$ cat src/rtl/uart_rx_fifo_if.sv
// Receive-side bundle of the UART RX FIFO: serial line in, consumer read port
// and status/flag outputs.
interface uart_rx_fifo_if #(
  parameter int FIFO_AW = 3
);
  logic               rx;
  logic               rd_en;
  logic [7:0]         rd_data;
  logic               rd_valid;
  logic [FIFO_AW:0]   fifo_count;
  logic               rx_busy;
  logic               frame_err;
  logic               overrun;

  // Drives the line and the read strobe, observes everything else.
  modport master (
    output rx, rd_en,
    input  rd_data, rd_valid, fifo_count, rx_busy, frame_err, overrun
  );

  // The receiver itself.
  modport slave (
    input  rx, rd_en,
    output rd_data, rd_valid, fifo_count, rx_busy, frame_err, overrun
  );
endinterface

$ cat src/rtl/uart_rx_fifo.sv
// 16x-oversampled 8N1 UART receiver with start-bit validation, mid-bit sampling,
// framing/overrun flags and a first-word-fall-through byte FIFO.
module uart_rx_fifo #(
  parameter int OVS_DIV = 651,
  parameter int FIFO_AW = 3
) (
  input  logic           fclk,
  input  logic           rst,
  uart_rx_fifo_if.slave  bus
);

  localparam int                 DIV_W    = (OVS_DIV > 1) ? $clog2(OVS_DIV) : 1;
  localparam int                 DEPTH    = 1 << FIFO_AW;
  localparam logic [DIV_W-1:0]   DIV_LAST = DIV_W'(OVS_DIV - 1);
  localparam logic [FIFO_AW:0]   FULL_CNT = (FIFO_AW + 1)'(DEPTH);

  typedef enum logic [1:0] {S_IDLE, S_START, S_DATA, S_STOP} state_e;

  logic               rx_meta_q, rx_meta_d;
  logic               rx_s_q, rx_s_d;
  logic [DIV_W-1:0]   div_q, div_d;
  state_e             state_q, state_d;
  logic [3:0]         scnt_q, scnt_d;
  logic [2:0]         bcnt_q, bcnt_d;
  logic [7:0]         sr_q, sr_d;
  logic               armed_q, armed_d;
  logic [FIFO_AW-1:0] wr_ptr_q, wr_ptr_d;
  logic [FIFO_AW-1:0] rd_ptr_q, rd_ptr_d;
  logic [FIFO_AW:0]   count_q, count_d;
  logic               frame_err_q, frame_err_d;
  logic               overrun_q, overrun_d;
  logic [7:0]         mem_q [DEPTH];

  logic tick, push_req, stop_bad;
  logic rd_valid, full, pop, push, drop;

  // NOTE: every always_comb output gets a default first, so no path can infer a latch.
  always_comb begin
    rx_meta_d = bus.rx;
    rx_s_d    = rx_meta_q;
    tick      = (div_q == DIV_LAST);
    div_d     = tick ? '0 : div_q + 1'b1;
  end

  // Receive FSM: only moves on oversample ticks, decisions use rx_s_q only.
  always_comb begin
    state_d  = state_q;
    scnt_d   = scnt_q;
    bcnt_d   = bcnt_q;
    sr_d     = sr_q;
    armed_d  = armed_q;
    push_req = 1'b0;
    stop_bad = 1'b0;
    if (tick) begin
      unique case (state_q)
        S_IDLE: begin
          if (rx_s_q) armed_d = 1'b1;
          if (armed_q && !rx_s_q) begin
            state_d = S_START;
            scnt_d  = '0;
          end
        end
        S_START: begin
          if (scnt_q == 4'd7) begin
            if (!rx_s_q) begin
              state_d = S_DATA;
              scnt_d  = '0;
              bcnt_d  = '0;
            end else begin
              state_d = S_IDLE;
            end
          end else begin
            scnt_d = scnt_q + 4'd1;
          end
        end
        S_DATA: begin
          if (scnt_q == 4'd15) begin
            sr_d   = {rx_s_q, sr_q[7:1]};
            scnt_d = '0;
            if (bcnt_q == 3'd7) state_d = S_STOP;
            else                bcnt_d  = bcnt_q + 3'd1;
          end else begin
            scnt_d = scnt_q + 4'd1;
          end
        end
        S_STOP: begin
          if (scnt_q == 4'd15) begin
            state_d = S_IDLE;
            scnt_d  = '0;
            if (rx_s_q) begin
              push_req = 1'b1;
            end else begin
              stop_bad = 1'b1;
              armed_d  = 1'b0;   // a broken frame must see the line high before re-arming
            end
          end else begin
            scnt_d = scnt_q + 4'd1;
          end
        end
        default: state_d = S_IDLE;
      endcase
    end
  end

  // FIFO bookkeeping: a pop frees the slot a same-cycle push needs.
  always_comb begin
    rd_valid    = (count_q != '0);
    full        = (count_q == FULL_CNT);
    pop         = bus.rd_en && rd_valid;
    push        = push_req && (!full || pop);
    drop        = push_req && full && !pop;
    wr_ptr_d    = push ? wr_ptr_q + 1'b1 : wr_ptr_q;
    rd_ptr_d    = pop  ? rd_ptr_q + 1'b1 : rd_ptr_q;
    count_d     = count_q;
    if (push && !pop)      count_d = count_q + 1'b1;
    else if (pop && !push) count_d = count_q - 1'b1;
    frame_err_d = stop_bad;
    overrun_d   = drop;
  end

  // NOTE: sequential state uses non-blocking assignments only.
  always_ff @(posedge fclk or negedge rst) begin
    if (!rst) begin
      rx_meta_q   <= 1'b1;
      rx_s_q      <= 1'b1;
      div_q       <= '0;
      state_q     <= S_IDLE;
      scnt_q      <= '0;
      bcnt_q      <= '0;
      sr_q        <= '0;
      armed_q     <= 1'b1;
      wr_ptr_q    <= '0;
      rd_ptr_q    <= '0;
      count_q     <= '0;
      frame_err_q <= 1'b0;
      overrun_q   <= 1'b0;
    end else begin
      rx_meta_q   <= rx_meta_d;
      rx_s_q      <= rx_s_d;
      div_q       <= div_d;
      state_q     <= state_d;
      scnt_q      <= scnt_d;
      bcnt_q      <= bcnt_d;
      sr_q        <= sr_d;
      armed_q     <= armed_d;
      wr_ptr_q    <= wr_ptr_d;
      rd_ptr_q    <= rd_ptr_d;
      count_q     <= count_d;
      frame_err_q <= frame_err_d;
      overrun_q   <= overrun_d;
    end
  end

  // NOTE: the storage array is not reset; the pointers and count alone define its valid contents.
  always_ff @(posedge fclk) begin
    if (push) mem_q[wr_ptr_q] <= sr_q;
  end

  assign bus.rd_data    = rd_valid ? mem_q[rd_ptr_q] : 8'h00;
  assign bus.rd_valid   = rd_valid;
  assign bus.fifo_count = count_q;
  assign bus.rx_busy    = (state_q != S_IDLE);
  assign bus.frame_err  = frame_err_q;
  assign bus.overrun    = overrun_q;

endmodule

$ cat src/flat_wrapper.sv
// flat-port wrapper written by rule: the top's interface ports become plain ports
module uart_rx_fifo_flat 
#(
  parameter int OVS_DIV = 651,
  parameter int FIFO_AW = 3
)
  (fclk, rst, bus_rx, bus_rd_en, bus_rd_data, bus_rd_valid, bus_fifo_count, bus_rx_busy, bus_frame_err, bus_overrun);
  uart_rx_fifo_if #(.FIFO_AW(FIFO_AW)) bus_i ();
  input  logic fclk;
  input  logic rst;
  input wire logic [$bits(bus_i.rx)-1:0] bus_rx;
  input wire logic [$bits(bus_i.rd_en)-1:0] bus_rd_en;
  output wire logic [$bits(bus_i.rd_data)-1:0] bus_rd_data;
  output wire logic [$bits(bus_i.rd_valid)-1:0] bus_rd_valid;
  output wire logic [$bits(bus_i.fifo_count)-1:0] bus_fifo_count;
  output wire logic [$bits(bus_i.rx_busy)-1:0] bus_rx_busy;
  output wire logic [$bits(bus_i.frame_err)-1:0] bus_frame_err;
  output wire logic [$bits(bus_i.overrun)-1:0] bus_overrun;
  assign bus_i.rx = bus_rx;
  assign bus_i.rd_en = bus_rd_en;
  assign bus_rd_data = bus_i.rd_data;
  assign bus_rd_valid = bus_i.rd_valid;
  assign bus_fifo_count = bus_i.fifo_count;
  assign bus_rx_busy = bus_i.rx_busy;
  assign bus_frame_err = bus_i.frame_err;
  assign bus_overrun = bus_i.overrun;
  uart_rx_fifo #(.OVS_DIV(OVS_DIV), .FIFO_AW(FIFO_AW)) u_core (.fclk(fclk), .rst(rst), .bus(bus_i));
endmodule
$ cat config.mk
export PLATFORM = sky130hd
export DESIGN_NAME = uart_rx_fifo_flat
export DESIGN_NICKNAME = d
export VERILOG_FILES = /design/src/rtl/uart_rx_fifo_if.sv /design/src/rtl/uart_rx_fifo.sv /design/src/flat_wrapper.sv
export SDC_FILE = /design/constraint.sdc
export NUM_CORES = 1
export LEC_CHECK = 0
export ABC_CLOCK_PERIOD_IN_PS = 7800
export CAP_MARGIN = 40
export CORE_MARGIN = 2
export CORE_UTILIZATION = 40
export DETAILED_ROUTE_END_ITERATION = 6
export PLACE_DENSITY = 0.6
export SLEW_MARGIN = 20
export SYNTH_ARGS = -nofsm -noshare
export SYNTH_HDL_FRONTEND = slang
export SYNTH_SLANG_ARGS = --single-unit
$ cat constraint.sdc
create_clock -name fclk -period 7.8 [get_ports fclk]
set_input_delay 1.56 -clock fclk [delete_from_list [all_inputs] [get_ports fclk]]
set_output_delay 1.56 -clock fclk [all_outputs]
set_load 0.01 [all_outputs]
==> metrics.csv <==
stage,metric,value,unit
logic_synthesis,yosysWarnings,0,
cts,clock_path_buffers,2,
logic_synthesis,synthArstFlopShare,39.6,%
logic_synthesis,synth_ff_type,edfxtp_1,
timing,timing.final.hold_violations,0,
global_route,grt_pass1_vias,2555,
cts,clock-root-buffer,clkbuf_16,
routing,dr.pass1.iters,4,
status,status,"finished, final reports clean",
logic_synthesis,synth_cell_type_count,45,
logic_synthesis,synth_compound_area_share,2.93,%
cells_and_area,final_area,5370,um2
cells_and_area,syn2layout_area_growth,16.4,%
cells_and_area,n_antenna_cell,0,
routing,via_count,2539,
cells_and_area,drive_above_1_share,21.0,%
floorplanning,dieWidth,111,um
place,hpwl,5610,um
cts,cts_resized,0,
timing,skew,0.0108,ns
floorplanning,die_height,111,um
logic_synthesis,synth_edf_count,64,
floorplanning,coreArea,11300,um2
logic_synthesis,avgSynthCellArea,15.4,um2
timing,period_needed,3.84,ns
global_route,grt_max_degree,26,
logic_synthesis,synthMuxAreaShare,13.8,%
logic_synthesis,ys_seq_elements,106,
logic_synthesis,synth_xor_area_share,2.85,%
worst_setup_path,crit_path_cell_trace,"buf_4, mux4_2, mux2i_1, nor2_1, clkdlybuf4s50_1",
floorplanning,io_pins,20,
cts,ctsHoldBuffers,0,
timing,worst_pin_slew,0.809,ns
timing,setup_viol,0,
cts,clk_pin_slew,0.08,ns
floorplanning,rows,39,
logic_synthesis,synth-simple-area-share,9.31,%
worst_setup_path,path_max_fanout,18,
worst_setup_path,cpMaxStageDelayCell,mux4_2,
floorplanning,start_util,40.7,%
cts,clock_sinks,106,
global_route,grt_usage,14.2,%
timing,max_freq,261,MHz
cts,htreeDepth,3,
worst_setup_path,worstPathRequired,6.24,ns
timing,period_share,49.2,%
floorplanning,dieArea,12400,um2
place,dpl_cell_area,5040,um2
pwr,p_leak,2.18,nW
cells_and_area,fin_nets,352,
worst_setup_path,slowest_delay,0.56,ns
routing,drc,0,
cts,post_cts_buffers,0,
timing,drv_slew,0,
logic_synthesis,syn_area,4610,um2
global_route,grt_pass1_wl,13700,um
logic_synthesis,syn-num-nets,319,
min_path,hold_class,register to register,
routing,drt-initial-drc-count,122,
place,place_congestion,0.763,
pwr,ir_drop,0.112,mV
place,port_buffers,19,
worst_setup_path,worstSetupEndpointType,output pin,
routing,ant_nets,0,
routing,vias_per_cell,5.28,
logic_synthesis,ys_seq_area_share,64.6,%
timing,rsz0062_at_grt,false,
logic_synthesis,synth_top_family_by_area,multiplexers,
routing,wl_per_cell,17.1,um
logic_synthesis,synthCells,300,
worst_setup_path,cp_data_arrival_time,2.28,ns
worst_setup_path,worstSetupStartpointType,register,
cts,cts_tree,built,
global_route,antenna_found_initial,0,
cts,cts_buffers,9,
cts,clk_latency,0.34,ns
timing,slew-limit-headroom,45.6,%
global_route,grt_overflow,0,
timing,fin_setup_tns,0,ns
worst_setup_path,crit_type,register to output pin,
job,cap_violations,0,
logic_synthesis,synth_fa_ha_area_share,4.23,%
routing,totalWireLength,8210,um
pwr,pwr_density_cell,195,nW/um2
==> cells by family (layout without fill, tap and decap cells) <==
logic type	after synthesis	in the layout
flip-flops	106	106
AO/OA/AOI/OAI	16	16
buffers and inverters	27	65
AND/OR/NAND/NOR	79	79
XOR/XNOR	15	15
multiplexers	42	42
adder cells (fa/ha/maj)	15	15
==> path summary, 6_finish.rpt <==
kind,end,cells past startpoint,slack [ns],startpoint
max in group asynchronous,u_core.rx_s_q,2,6.09,rst
worst min-delay path,u_core.rx_s_q,0,0.36,u_core.rx_meta_q
worst min register to register,u_core.rx_s_q,0,0.36,u_core.rx_meta_q
min in group asynchronous,u_core.scnt_q[3],1,1.16,rst
worst max-delay path,bus_rd_data[4],5,3.96,u_core.rd_ptr_q[0]
worst max register to register,u_core.bus.fifo_count[3],12,4.26,u_core.div_q[4]
==> area by class of cell <==
class / count / area (um2)
sequential: 106 / 2980
multi-input combinational: 167 / 1540
tap: 143 / 179
fill: 1000 / 5950
inverter: 16 / 60.1
clock buffer: 9 / 225
timing repair buffer: 33 / 308
clock inverter: 7 / 77.6
==> Yosys cell counts, drive strengths merged (2+ instances only) <==
cell | instances | area (um2)
xor2 | 4 | 35.0
or3 | 2 | 17.5
ha | 14 | 175
nor3 | 7 | 46.3
a31oi | 2 | 12.5
dfstp | 3 | 78.8
o31ai | 2 | 15.0
xnor2 | 11 | 96.3
mux2 | 14 | 158
mux2i | 12 | 120
inv | 16 | 60.1
nand3 | 7 | 35.0
nor2 | 22 | 82.6
nand2b | 3 | 18.8
nand4 | 5 | 31.3
o21ai | 2 | 10.0
dfrtp | 39 | 976
clkbuf | 6 | 22.5
a21oi | 2 | 10.0
buf | 5 | 21.3
nor4 | 7 | 50.1
mux4 | 16 | 360
and3 | 2 | 12.5
nor4b | 3 | 26.3
nand2 | 15 | 56.3
edfxtp | 64 | 1920
==> routing by layer <==
layer / track usage [%] / routed length, um / vias up
li1: - / - / 1196
met1: 18.9 / 3720 / 1301
met2: 23.7 / 4170 / 36
met3: 3.27 / 237 / 6
met4: 4.03 / 78 / 0
met5: 0 / 0 / -
==> where the power goes <==
part,internal (mW),switching (mW)
logic,0.00244,0.00550
clock network,0.227,0.219
registers,0.590,0.000888
==> metrics by stage <==
stage | utilization [%] | setup slack (ns) | hold WS, ns | std cells | power, mW
5_1_grt | 47.4 | 3.78 | 0.361 | 481 | 1.08
6_report | 47.4 | 3.96 | 0.360 | 481 | 1.05
3_5_place_dp | 44.6 | 3.68 | 0.347 | 463 | 0.612
2_1_floorplan | - | 4.37 | 0.345 | 300 | 0.604
4_1_cts | 47.2 | 3.84 | 0.359 | 479 | 1.06
3_3_place_gp | 44.1 | 3.77 | 0.349 | 458 | 0.611
==> cells in the final DEF, fill, tap and decap left out, types with 3 or more instances in the layout <==
cell type,n
buf_4,11
dfrtp_1,39
dfstp_2,3
nor4_1,6
nor3_1,6
clkdlybuf4s50_1,18
ha_1,14
mux2i_1,12
nor2_1,22
mux2_2,14
nand3_1,7
edfxtp_1,64
mux4_2,16
xor2_1,4
clkbuf_16,9
inv_1,16
xnor2_1,11
nand4_1,5
nand2b_1,3
nand2_1,15
==> registers in the layout (all words and copies together), names as in the netlist, 3 cells and up, named ones only <==
| name | cells |
|---|---|
| u_core.scnt_q | 4 |
| u_core.rd_ptr_q | 3 |
| u_core.bcnt_q | 3 |
| u_core.div_q | 10 |
| u_core.sr_q | 8 |
| u_core.wr_ptr_q | 3 |
| u_core.mem_q | 64 |
| u_core.bus.fifo_count | 4 |
==> critical path: cells and delay by family, from the launching register on <==
kind,cells,cell delay [ns]
buf+inv,2,0.81
flops,1,0.33
mux,2,0.72
simple gates,1,0.08
Power figures use the tool's default switching activity.
